### src/rtl/wb_commit_unit_pkg.sv
`default_nettype none
// ============================================================================
//  Module      : wb_commit_unit_pkg
//  Description : Shared definitions for the write-back / commit slice. The
//                width defaults are shared with the integer register file.
//                The source-select enum names the two result producers.
//  Revision    : 1.0 - initial release
// ============================================================================
package wb_commit_unit_pkg;

  localparam int ADDR_WIDTH_DEF = 5;
  localparam int DATA_WIDTH_DEF = 32;

  // Register index that is never written (architectural x0)
  localparam int REG_ZERO = 0;

  typedef enum logic {
    SRC_ALU = 1'b0,
    SRC_LSU = 1'b1
  } src_sel_e;

endpackage
`default_nettype wire

### src/rtl/wb_scoreboard.sv
`default_nettype none
// ============================================================================
//  Module      : wb_scoreboard
//  Description : Pending-write scoreboard, one bit per architectural
//                register. Decode sets a bit on issue and the commit path
//                clears it when the result is accepted. Bit 0 is never set.
//  Ports       : clk, rstn       - clock, synchronous active-low reset
//                set_en, set_idx - mark a register as pending
//                clr_en, clr_idx - retire a pending write
//                rs1, rs2        - source queries
//                rs1_busy/rs2_busy - combinational pending status
//  Revision    : 1.0 - initial release
// ============================================================================
module wb_scoreboard
  import wb_commit_unit_pkg::*;
#(
  parameter int ADDR_WIDTH = ADDR_WIDTH_DEF
) (
  input  logic                  clk,
  input  logic                  rstn,
  input  logic                  set_en,
  input  logic [ADDR_WIDTH-1:0] set_idx,
  input  logic                  clr_en,
  input  logic [ADDR_WIDTH-1:0] clr_idx,
  input  logic [ADDR_WIDTH-1:0] rs1,
  input  logic [ADDR_WIDTH-1:0] rs2,
  output logic                  rs1_busy,
  output logic                  rs2_busy
);

  localparam int NREG = 2 ** ADDR_WIDTH;
  localparam logic [NREG-1:0] c_one = NREG'(1);

  logic [NREG-1:0] r_pending;
  logic [NREG-1:0] w_set_mask;
  logic [NREG-1:0] w_clr_mask;
  logic [NREG-1:0] w_next;

  assign w_set_mask = set_en ? (c_one << set_idx) : '0;
  assign w_clr_mask = clr_en ? (c_one << clr_idx) : '0;

  // Set is applied after clear so a same-index collision leaves the bit set
  genvar gi;
  generate
    for (gi = 0; gi < NREG; gi++) begin : g_bit
      if (gi == REG_ZERO) begin : g_zero
        assign w_next[gi] = 1'b0;
      end else begin : g_reg
        assign w_next[gi] = (r_pending[gi] & ~w_clr_mask[gi]) | w_set_mask[gi];
      end
    end
  endgenerate

  always_ff @(posedge clk) begin
    if (!rstn) begin
      r_pending <= '0;
    end else begin
      r_pending <= w_next;
    end
  end

  // Bit 0 is held at zero, so querying x0 reports not busy
  assign rs1_busy = r_pending[rs1];
  assign rs2_busy = r_pending[rs2];

endmodule
`default_nettype wire

### src/rtl/wb_commit_unit.sv
`default_nettype none
// ============================================================================
//  Module      : wb_commit_unit
//  Description : Write-back stage in front of the integer register file.
//                Round-robin arbitration between ALU and LSU results, a
//                registered single write port, a commit counter and a
//                pending-write scoreboard for decode hazard checks.
//  Ports       : clk, rstn              - clock, synchronous active-low reset
//                alu_* / lsu_*          - result sources (valid/ready)
//                issue_valid, issue_rd  - decode marks a pending destination
//                rs1, rs2, rs*_busy     - decode hazard queries
//                rf_w_en/waddr/wdata    - register file write port (registered)
//                commit_cnt             - accepted results since reset
//  Options     : WB_BYPASS_EN - adds rs*_fwd_valid / rs*_fwd_data forwarding
//                outputs; busy is masked while a forward is available.
//  Revision    : 1.0 - initial release
// ============================================================================
module wb_commit_unit
  import wb_commit_unit_pkg::*;
#(
  parameter int ADDR_WIDTH = ADDR_WIDTH_DEF,
  parameter int DATA_WIDTH = DATA_WIDTH_DEF,
  parameter int CNT_WIDTH  = 32
) (
  input  logic                  clk,
  input  logic                  rstn,
  input  logic                  alu_valid,
  output logic                  alu_ready,
  input  logic [ADDR_WIDTH-1:0] alu_rd,
  input  logic [DATA_WIDTH-1:0] alu_data,
  input  logic                  lsu_valid,
  output logic                  lsu_ready,
  input  logic [ADDR_WIDTH-1:0] lsu_rd,
  input  logic [DATA_WIDTH-1:0] lsu_data,
  input  logic                  issue_valid,
  input  logic [ADDR_WIDTH-1:0] issue_rd,
  input  logic [ADDR_WIDTH-1:0] rs1,
  input  logic [ADDR_WIDTH-1:0] rs2,
  output logic                  rs1_busy,
  output logic                  rs2_busy,
  output logic                  rf_w_en,
  output logic [ADDR_WIDTH-1:0] rf_waddr,
  output logic [DATA_WIDTH-1:0] rf_wdata,
`ifdef WB_BYPASS_EN
  output logic                  rs1_fwd_valid,
  output logic [DATA_WIDTH-1:0] rs1_fwd_data,
  output logic                  rs2_fwd_valid,
  output logic [DATA_WIDTH-1:0] rs2_fwd_data,
`endif
  output logic [CNT_WIDTH-1:0]  commit_cnt
);

  localparam logic [ADDR_WIDTH-1:0] c_reg_zero = ADDR_WIDTH'(REG_ZERO);

  src_sel_e              r_last_grant;
  logic                  w_xfer;
  src_sel_e              w_sel;
  logic [ADDR_WIDTH-1:0] w_rd;
  logic [DATA_WIDTH-1:0] w_data;
  logic                  w_rd_nz;
  logic                  w_sb_rs1_busy;
  logic                  w_sb_rs2_busy;

  // Ready depends only on the valids and the previous grant. With both
  // valid, the source that did not win last time is served.
  assign alu_ready = alu_valid && (!lsu_valid || (r_last_grant == SRC_LSU));
  assign lsu_ready = lsu_valid && (!alu_valid || (r_last_grant == SRC_ALU));

  assign w_xfer  = alu_ready || lsu_ready;
  assign w_sel   = lsu_ready ? SRC_LSU : SRC_ALU;
  assign w_rd    = (w_sel == SRC_LSU) ? lsu_rd   : alu_rd;
  assign w_data  = (w_sel == SRC_LSU) ? lsu_data : alu_data;
  assign w_rd_nz = (w_rd != c_reg_zero);

  // Output register; address/data only reload on a real write so they hold
  // the last written value otherwise.
  always_ff @(posedge clk) begin
    if (!rstn) begin
      rf_w_en      <= 1'b0;
      rf_waddr     <= '0;
      rf_wdata     <= '0;
      commit_cnt   <= '0;
      r_last_grant <= SRC_ALU;
    end else begin
      rf_w_en <= w_xfer && w_rd_nz;
      if (w_xfer) begin
        r_last_grant <= w_sel;
        commit_cnt   <= commit_cnt + CNT_WIDTH'(1);
        if (w_rd_nz) begin
          rf_waddr <= w_rd;
          rf_wdata <= w_data;
        end
      end
    end
  end

  wb_scoreboard #(
    .ADDR_WIDTH (ADDR_WIDTH)
  ) u_scoreboard (
    .clk      (clk),
    .rstn     (rstn),
    .set_en   (issue_valid && (issue_rd != c_reg_zero)),
    .set_idx  (issue_rd),
    .clr_en   (w_xfer && w_rd_nz),
    .clr_idx  (w_rd),
    .rs1      (rs1),
    .rs2      (rs2),
    .rs1_busy (w_sb_rs1_busy),
    .rs2_busy (w_sb_rs2_busy)
  );

`ifdef WB_BYPASS_EN
  logic w_rs1_hit_now;
  logic w_rs2_hit_now;
  logic w_rs1_hit_reg;
  logic w_rs2_hit_reg;

  // rf_w_en is never set for x0, so the registered match needs no zero check
  assign w_rs1_hit_now = w_xfer && w_rd_nz && (w_rd == rs1);
  assign w_rs2_hit_now = w_xfer && w_rd_nz && (w_rd == rs2);
  assign w_rs1_hit_reg = rf_w_en && (rf_waddr == rs1);
  assign w_rs2_hit_reg = rf_w_en && (rf_waddr == rs2);

  assign rs1_fwd_valid = w_rs1_hit_now || w_rs1_hit_reg;
  assign rs2_fwd_valid = w_rs2_hit_now || w_rs2_hit_reg;
  assign rs1_fwd_data  = w_rs1_hit_now ? w_data : rf_wdata;
  assign rs2_fwd_data  = w_rs2_hit_now ? w_data : rf_wdata;

  assign rs1_busy = w_sb_rs1_busy && !rs1_fwd_valid;
  assign rs2_busy = w_sb_rs2_busy && !rs2_fwd_valid;
`else
  assign rs1_busy = w_sb_rs1_busy;
  assign rs2_busy = w_sb_rs2_busy;
`endif

endmodule
`default_nettype wire

### config.mk
export PLATFORM = sky130hd
export DESIGN_NAME = wb_commit_unit
export DESIGN_NICKNAME = d
export VERILOG_FILES = /design/src/rtl/wb_commit_unit_pkg.sv /design/src/rtl/wb_scoreboard.sv /design/src/rtl/wb_commit_unit.sv
export SDC_FILE = /design/constraint.sdc
export NUM_CORES = 1
export LEC_CHECK = 0
export ABC_AREA = 1
export BUFFER_PORTS_ARGS = -buffer_cell sky130_fd_sc_hd__buf_4
export CORE_MARGIN = 10
export CORE_UTILIZATION = 52
export DETAILED_ROUTE_END_ITERATION = 8
export PLACE_DENSITY_LB_ADDON = 0.05
export SLEW_MARGIN = 25
export SYNTH_ARGS = -nofsm -noshare
export SYNTH_HDL_FRONTEND = slang
export SYNTH_SLANG_ARGS = --single-unit
### constraint.sdc
create_clock -name clk -period 1.9 [get_ports clk]
set_input_delay 0.38 -clock clk [delete_from_list [all_inputs] [get_ports clk]]
set_output_delay 0.38 -clock clk [all_outputs]
set_load 0.05 [all_outputs]
Word level (Yosys, flattened, before mapping)
Index checks and enable logic that the tools add are counted.
Cells by class
  add/subtract/negate cells: 1
  $lt $le $gt $ge: 2
  shift-type cells: 2
  multiplexer cells: 9
  bitwise gates (word level): 94
  reduce and logical (&&, ||, !) cells: 12
Operator list (count)
  2-to-1 mux 32 bit: 3
  left shift 1 x 5 -> 32 bit (first input constant): 2
  adder 32 x 1 -> 32 bit (second input constant): 1
  inverter 1 bit: 32
  AND 1 bit: 31
  bitwise OR 1 bit: 31
  less-than comparator 5 x 6 -> 1 bit (second input constant): 2
  binary-select mux 1 bit (select 5 bit): 2
  nonzero test 5 bit: 2
  2-to-1 mux 5 bit: 1
  logical AND 1 bit: 4
  logical OR 1 bit: 3
  2-to-1 mux 1 bit: 3
  logical NOT 1 bit: 2
  AND reduction 2 bit: 1
Word-level totals
  register bits: 103
  input bits: 94
  output and inout bits: 74

Logic depth before layout (Yosys ltp)
Gate-level depths: netlist (run 1).
  depth in word-level cells: 11
  depth in mapped cells: 13
  mapped depth without buffers: 11

Hierarchy
A second synthesis (run 1) with hierarchy kept.
Second synthesis, totals
  cells, all modules: 947
  area total of the unflattened synthesis: 5963.2 sq um
Modules (own cells, without submodules)
  wb_commit_unit: instances 1, cells each 603, area each 3891.2 sq um, seq. area each 1421.4 sq um
  wb_scoreboard: instances 1, cells each 344, area each 2072.0 sq um, seq. area each 620.6 sq um

Least setup slack after synthesis (run 1)
OpenSTA, ideal clock, no wires.
  path kind: input to output
  from: input rs2[0]
  to: output rs2_busy
  arrival: 1.676 ns
  path slack: -0.156 ns
  stages: 9
  cells stage by stage: clkbuf_1 -> inv_1 -> clkbuf_1 -> o21ai_0 -> o211ai_1 -> nand3_1 -> nand2_1 -> nand2_1 -> nand2_1
Between the ends
  cells in the longest elaborated chain, start to end: 2
Ends and longest elaborated chain
  start: declaration: RTL line wb_commit_unit.sv:38  | input logic [ADDR_WIDTH-1:0] rs2,
  binary-select mux 1 bit (select 5 bit): RTL line wb_scoreboard.sv:64  | assign rs2_busy = r_pending[rs2];
  2-to-1 mux 1 bit (implied by the code): RTL line wb_scoreboard.sv:64
  end: declaration: RTL line wb_commit_unit.sv:40  | output logic rs2_busy,
No other way between the ends. The select of a mux whose other input is x is not followed.

Final worst setup path (run 1)
  from: register u_scoreboard.r_pending[8]
  to: output rs2_busy
Between the ends
  cells in the longest elaborated chain, start to end: 2
Ends and longest elaborated chain
  start: declaration: RTL line wb_scoreboard.sv:34  | logic [NREG-1:0] r_pending;
  start signal: assignment: RTL line wb_scoreboard.sv:58  | r_pending <= w_next;
  binary-select mux 1 bit (select 5 bit): RTL line wb_scoreboard.sv:64
  2-to-1 mux 1 bit (implied by the code): RTL line wb_scoreboard.sv:64
No other way between the ends. The select of a mux whose other input is x is not followed.

==> impl_metrics.toml, run 1 <==
[outcome]
outcome = "complete, no violations"

[yosys]
synthCells = 882
synth_compound_area_share_pct = 17.2
synthAdderAreaFrac_pct = 0.229
synth_top_cell_area_share_pct = 37.3
syn_avg_cell_area_um2 = 6.21
ys_seq_area_share_pct = 37.3
synthSimpleGateAreaFrac_pct = 36.9
ys_warn_count = 0
netlist_area_um2 = 5480
synth_top_family_by_area = "simple AND/OR/NAND/NOR gates"
ys_seq_elements = 102
synth_fp_nets = 977
synth.area.mux_share_pct = 0
synth_cell_types = 32
synth_area_leaders = "dfxtp_1, nand2_1, nor2_1"
synth_area_leader_cell = "dfxtp_1"
synthXorXnorAreaFrac_pct = 0

[worst_setup_path]
cp_common_cell = "nand2_1"
crit_type = "reg -> out"
crit_fanout = 2
cp-startpoint = "u_scoreboard.r_pending[8]"
end_kind = "primary output"
worstReg2RegStart = "r_last_grant"
slowest_stage = "dfxtp_2"
cp_cell_sequence = "inv_2 -> o21ai_2 -> a21oi_2 -> a21oi_1 -> nand2_1 -> nand2_1 -> nand2_1 -> nand2_2 -> buf_8"
rrSetupSlack_ns = 0.17
critPathTopFamily = "flip-flops"
reg2reg_depth = 10
worstPathArrival_ns = 1.51
worstSetupStartpointType = "flop"
reg2reg_to = "u_scoreboard.r_pending[13]"
slowest_delay_ns = 0.36
cp_num_buf_inv = 2
cp.required_ns = 1.52

[layout]
final_nets = 1155
final_area_um2 = 7370
final_cell_mix = "nand2_1, buf_4, nor2_1"
syn2layout_area_growth_pct = 34.6
drive_gt1_share_pct = 24.0
final_common_cell = "nand2_1"
insertedDiodeCount = 0
instances_no_fill = 1200

[routing]
via_per_inst = 5.28
drt_pass1_iterations = 5
drc = 0
drt-total-wl_um = 17800
drt-wirelength-per-cell_um = 14.8
ant_nets = 0
drt_first_iter_violations = 543
via_count = 6330

[floorplanning]
die_area_um2 = 15000
num_io_pins = 168
die-width_um = 123
core_um2 = 10300
die_h_um = 123
core.rowCount = 37
start_util_pct = 53.3

[flow_run]
drv_cap = 0

[clock_tree]
cts_root_buf = "clkbuf_8"
cts-hold-fix-buffers = 0
cts_max_path_buffers = 2
cts_tree = "done"
worstSkewPairLatency_ns = 0.36
path_clk_slew_ns = 0.10
cts_made_buffers = 9
h-tree-depth = 3
cts_sinks = 102

[place]
dp_cells = 1180
place_hpwl_um = 13600
place_congestion = 0.986
io_buffers = 167
place_area_um2 = 7030

[grt]
track_usage_pct = 23.2
grt_max_degree = 44
antenna_found_initial = 0
grt_pass1_vias = 6098
grt_overflow = 0
grt_pass1_wl_um = 29000

[hold_path]
hold_path.class = "in -> reg"
holdPathStages = 5
min_to = "rf_wdata[27]"
min_from = "lsu_data[27]"

[power]
powerDensity_nw_per_um2 = 684
leakage_nw = 3.42
vdd_drop_max_uv = 533
power_mw = 5.04

[timing]
setup_violations = 0
max_freq_ghz = 0.529
slew_viol_final = 0
finalCritPeriodShare_pct = 99.5
finalHoldViolations = 0
clock_skew_ns = 0.0140
slew-limit-headroom_pct = 67.6
period_minus_slack_ns = 1.89
tightest_slew_ns = 0.485
rsz0062_at_grt = "true"
-- final cells by class --
| class | instances | area (um2) |
|---|---|---|
| Multi-Input combinational cell | 670 | 3010 |
| Fill cell | 943 | 2910 |
| Sequential cell | 102 | 2060 |
| Timing Repair Buffer | 203 | 1640 |
| Inverter | 74 | 278 |
| Tap cell | 136 | 170 |
| Clock buffer | 10 | 128 |
| Clock inverter | 5 | 83.8 |
-- cell families after synthesis --
logic type	after synthesis
compound gates	178
fa+ha+maj	1
buf+inv	111
flops	102
simple gates	490
-- worst max-delay path by stage --
stage	endpoint	cells after the start	slack, ns
after detailed placement	rf_wdata[17]	12	-0.24
after global routing	rs2_busy	9	-0.08
final	rs2_busy	9	0.01
after floorplan	rs2_busy	9	-0.04
after CTS	rs2_busy	9	-0.007
after global placement	rf_wdata[27]	12	-0.19
-- power by group --
group / total (mW) / switching, mW / internal [mW]
logic: 1.26 / 0.793 / 0.467
registers: 2.28 / 0.0565 / 2.23
clock network: 1.49 / 0.751 / 0.741
total: 5.04 / 1.60 / 3.44
-- what timing repair did --
| item | CTS | global route |
|---|---|---|
| gates cloned | 1 | 1 |
| buffers inserted | 0 | 3 |
| endpoints found under the setup margin | 40 | 46 |
| resized for setup | 11 | 29 |
| pin swaps | 1 | 17 |
-- metal layers --
metal  GRT usage [%]  routed length (um)  vias to the layer above
li1                -                   -                     3230
met1            27.7                7400                     2839
met2            37.1                8110                      234
met3            9.69                1940                       27
met4            7.07                 310                        0
met5               0                   0                        -
-- cell usage after synthesis, drive strengths merged --
| master | number |
|---|---|
| a31oi | 1 |
| inv | 72 |
| nor3b | 2 |
| nand2 | 246 |
| o21ai | 96 |
| clkinv | 2 |
| nor2 | 155 |
| nor4 | 5 |
| a21oi | 67 |
| o21a | 2 |
| o221ai | 8 |
| ha | 1 |
| dfxtp | 102 |
| nor3 | 12 |
| nand4 | 7 |
| nand3 | 59 |
| buf | 9 |
| nand3b | 4 |
| o211ai | 4 |
| clkbuf | 28 |
-- state kept, by name, summed over array words and instances, names as in the netlist --
| name | flops |
|---|---|
| commit_cnt | 32 |
| r_last_grant | 1 |
| rf_w_en | 1 |
| rf_waddr | 5 |
| rf_wdata | 32 |
| u_scoreboard.r_pending | 31 |
-- worst min-delay path: cells and delay by family --
family | cells | cell delay [ns]
buffers and inverters | 1 | 0.07
AND/OR/NAND/NOR | 4 | 0.21
-- stage by stage --
stage | TNS, ns | hold WS [ns] | util [%] | setup slack, ns
2_1_floorplan | -0.0408 | 0.445 | - | -0.0408
3_3_place_gp | -6.98 | 0.458 | 68.4 | -0.193
3_5_place_dp | -8.14 | 0.474 | 68.4 | -0.239
4_1_cts | -0.00703 | 0.322 | 70.7 | -0.00703
5_1_grt | -0.139 | 0.335 | 71.7 | -0.0791
6_report | 0 | 0.330 | 71.7 | 0.00969
Power figures use the tool's default switching activity.
==> run 2, diff against run 1 <==
--- a/config.mk
+++ b/config.mk
@@ -5,10 +5,9 @@
 export SDC_FILE = /design/constraint.sdc
 export NUM_CORES = 1
 export LEC_CHECK = 0
-export ABC_AREA = 1
 export BUFFER_PORTS_ARGS = -buffer_cell sky130_fd_sc_hd__buf_4
 export CORE_MARGIN = 10
-export CORE_UTILIZATION = 52
+export CORE_UTILIZATION = 35
 export DETAILED_ROUTE_END_ITERATION = 8
 export PLACE_DENSITY_LB_ADDON = 0.05
 export SLEW_MARGIN = 25
==> impl_metrics.toml, run 2 <==
[timing]
finalCritPeriodShare_pct = 110
setup_violations = 5
slew_viol_final = 0
clock_skew_ns = 0.00584
period_minus_slack_ns = 2.10
timing.final.ws_setup_ns = -0.199
whs_ns = 0.319
finalHoldViolations = 0
slew-limit-headroom_pct = 53.6
tightest_slew_ns = 0.692
max_freq_ghz = 0.476
rsz0062_at_grt = "true"

[grt]
grt_overflow = 0
grt_pass1_vias = 5615
grt_pass1_wl_um = 30500
antenna_found_initial = 0
grt_max_degree = 75
track_usage_pct = 17.2

[layout]
final_cell_mix = "buf_4, nand2_1, dfxtp_1"
fill_cells = 1510
syn2layout_area_growth_pct = 42.4
multi_input_area_um2 = 3540
final_common_cell = "buf_4"
utilization_pct = 50.6
regArea_um2 = 2100
drive_gt1_share_pct = 43.7
final_nets = 919
insertedDiodeCount = 0
reg_top3 = "commit_cnt (32), rf_wdata (32), u_scoreboard.r_pending (31)"

[floorplanning]
core.rowCount = 46
start_util_pct = 35.6
num_io_pins = 168
core_um2 = 15800
die_area_um2 = 21600
die_h_um = 147
die-width_um = 147

[clock_tree]
cts_max_path_buffers = 2
cts_root_buf = "clkbuf_16"
worstSkewPairLatency_ns = 0.35
cts_tree = "done"
cts_sinks = 102
h-tree-depth = 3
path_clk_slew_ns = 0.07
cts_made_buffers = 9

[yosys]
synth_fp_nets = 724
synth_ff_type = "dfxtp_1"
synthCells = 629
synth_cell_types = 57
ys_seq_elements = 102
synth_area_leader_cell = "dfxtp_1"
async_reset_ff_share_pct = 0
synth_top_cell_area_share_pct = 36.3
ys_seq_area_share_pct = 36.3
synth_area_leaders = "dfxtp_1, mux2i_1, nand2_1"
syn_avg_cell_area_um2 = 8.95
ys_warn_count = 0
netlist_area_um2 = 5630
synth_edf_count = 0
yosys.cell_count.top_type = "dfxtp_1"
ys_top_cells_by_count = "dfxtp_1, nand2_1, mux2i_1"

[outcome]
outcome = "complete, but fails checks"
violations = "setup timing"

[worst_setup_path]
reg2reg_depth = 5
crit_fanout = 3
cp.required_ns = 1.52
worstPathArrival_ns = 1.72
rrSetupSlack_ns = -0.05
cp-startpoint = "u_scoreboard.r_pending[23]"
crit_type = "reg -> out"
worstSetupStartpointType = "flop"
setup.worst_path.end = "rs2_busy"
worstReg2RegStart = "commit_cnt[10]"
reg2reg_to = "commit_cnt[27]"
end_kind = "primary output"

[routing]
drc = 0
ant_nets = 0
drt-total-wl_um = 19500
drt_pass1_iterations = 5
drt_first_iter_violations = 331
via_count = 5667
via_per_inst = 5.43
drt-wirelength-per-cell_um = 18.7

[power]
vdd_drop_max_uv = 438
leakage_nw = 3.20
powerDensity_nw_per_um2 = 673

[place]
place_hpwl_um = 14800
place_congestion = 0.857
io_buffers = 167

[hold_path]
hold_path.class = "in -> reg"

[flow_run]
drv_cap = 0
-- run 2: cell count changes in the layout (fill, tap and decap cells not counted), sizes merged, moves of 28 or more --
cell and delta:
nor2 -120, buf +28, o21ai -86, a21oi -28, nand2 -155, mux2i +51, nand3 -43, inv -69
-- run 2: per-layer routing --
metal / up-vias / routed length, um / GRT usage (%)
li1: 2779 / - / -
met1: 2702 / 8530 / 21.0
met2: 172 / 9160 / 28.3
met3: 14 / 1560 / 5.77
met4: 0 / 207 / 4.35
met5: - / 0 / 0
-- run 2: worst max-delay path: stages (launching register included) --
cell and delay (ns):
dfxtp_1 0.34, mux4_2 0.48, nor3b_2 0.15, o21ai_0 0.08, and3_4 0.18, buf_8 0.14
-- run 2: worst min path at each step --
stage,start,end,slack [ns],depth (start not counted)
2_1_floorplan,u_scoreboard.r_pending[6],u_scoreboard.r_pending[6],0.44,2
3_3_place_gp,rf_wdata[23],rf_wdata[23],0.45,2
3_5_place_dp,rf_wdata[31],rf_wdata[31],0.46,2
4_1_cts,issue_rd[4],u_scoreboard.r_pending[13],0.31,2
5_1_grt,issue_rd[4],u_scoreboard.r_pending[12],0.32,2
6_report,issue_rd[4],u_scoreboard.r_pending[13],0.32,2
-- run 2: power by group --
group	internal, mW	switching (mW)
registers	2.21	0.0627
logic	0.526	0.729
clock network	1.08	0.786
-- run 2: area by class of cell --
class | instances | share of cell area, %
inverter | 4 | 0.187
sequential | 102 | 26.2
multi-input combinational | 477 | 44.1
clock inverter | 1 | 0.375
tap | 216 | 3.37
clock buffer | 13 | 3.25
timing repair buffer | 230 | 22.5
-- run 2: kinds of logic (layout without fill, tap and decap cells) --
family	after synthesis	in the layout	share of synthesized area [%]
flip-flops	102	102	36.3
AO/OA/AOI/OAI	137	137	17.2
multiplexers	87	87	18.7
XOR/XNOR	13	13	2.02
buffers and inverters	53	248	4.11
AND/OR/NAND/NOR	236	239	21.5
adder cells (fa/ha/maj)	1	1	0.222
-- run 2: timing repair --
| item | CTS | global route |
|---|---|---|
| buffers inserted | 1 | 2 |
| pin swaps | 3 | 15 |
| gates cloned | 2 | 1 |
| hold buffers | 0 | 0 |
| setup endpoints to repair | 5 | 30 |
| gates resized for setup | 17 | 24 |
-- run 2: stage by stage --
step           power, mW  worst slack (ns)  area [um2]  std cells  setup TNS [ns]
3_5_place_dp        3.56            -0.227        7540       1023           -1.64
3_3_place_gp        3.55            -0.174        7540       1023           -1.07
4_1_cts             5.44            -0.260        7900       1040          -0.460
2_1_floorplan       3.06           -0.0496        5770        629          -0.434
6_report            5.40            -0.199        8020       1043          -0.493
5_1_grt             5.63            -0.304        8020       1043           -1.11
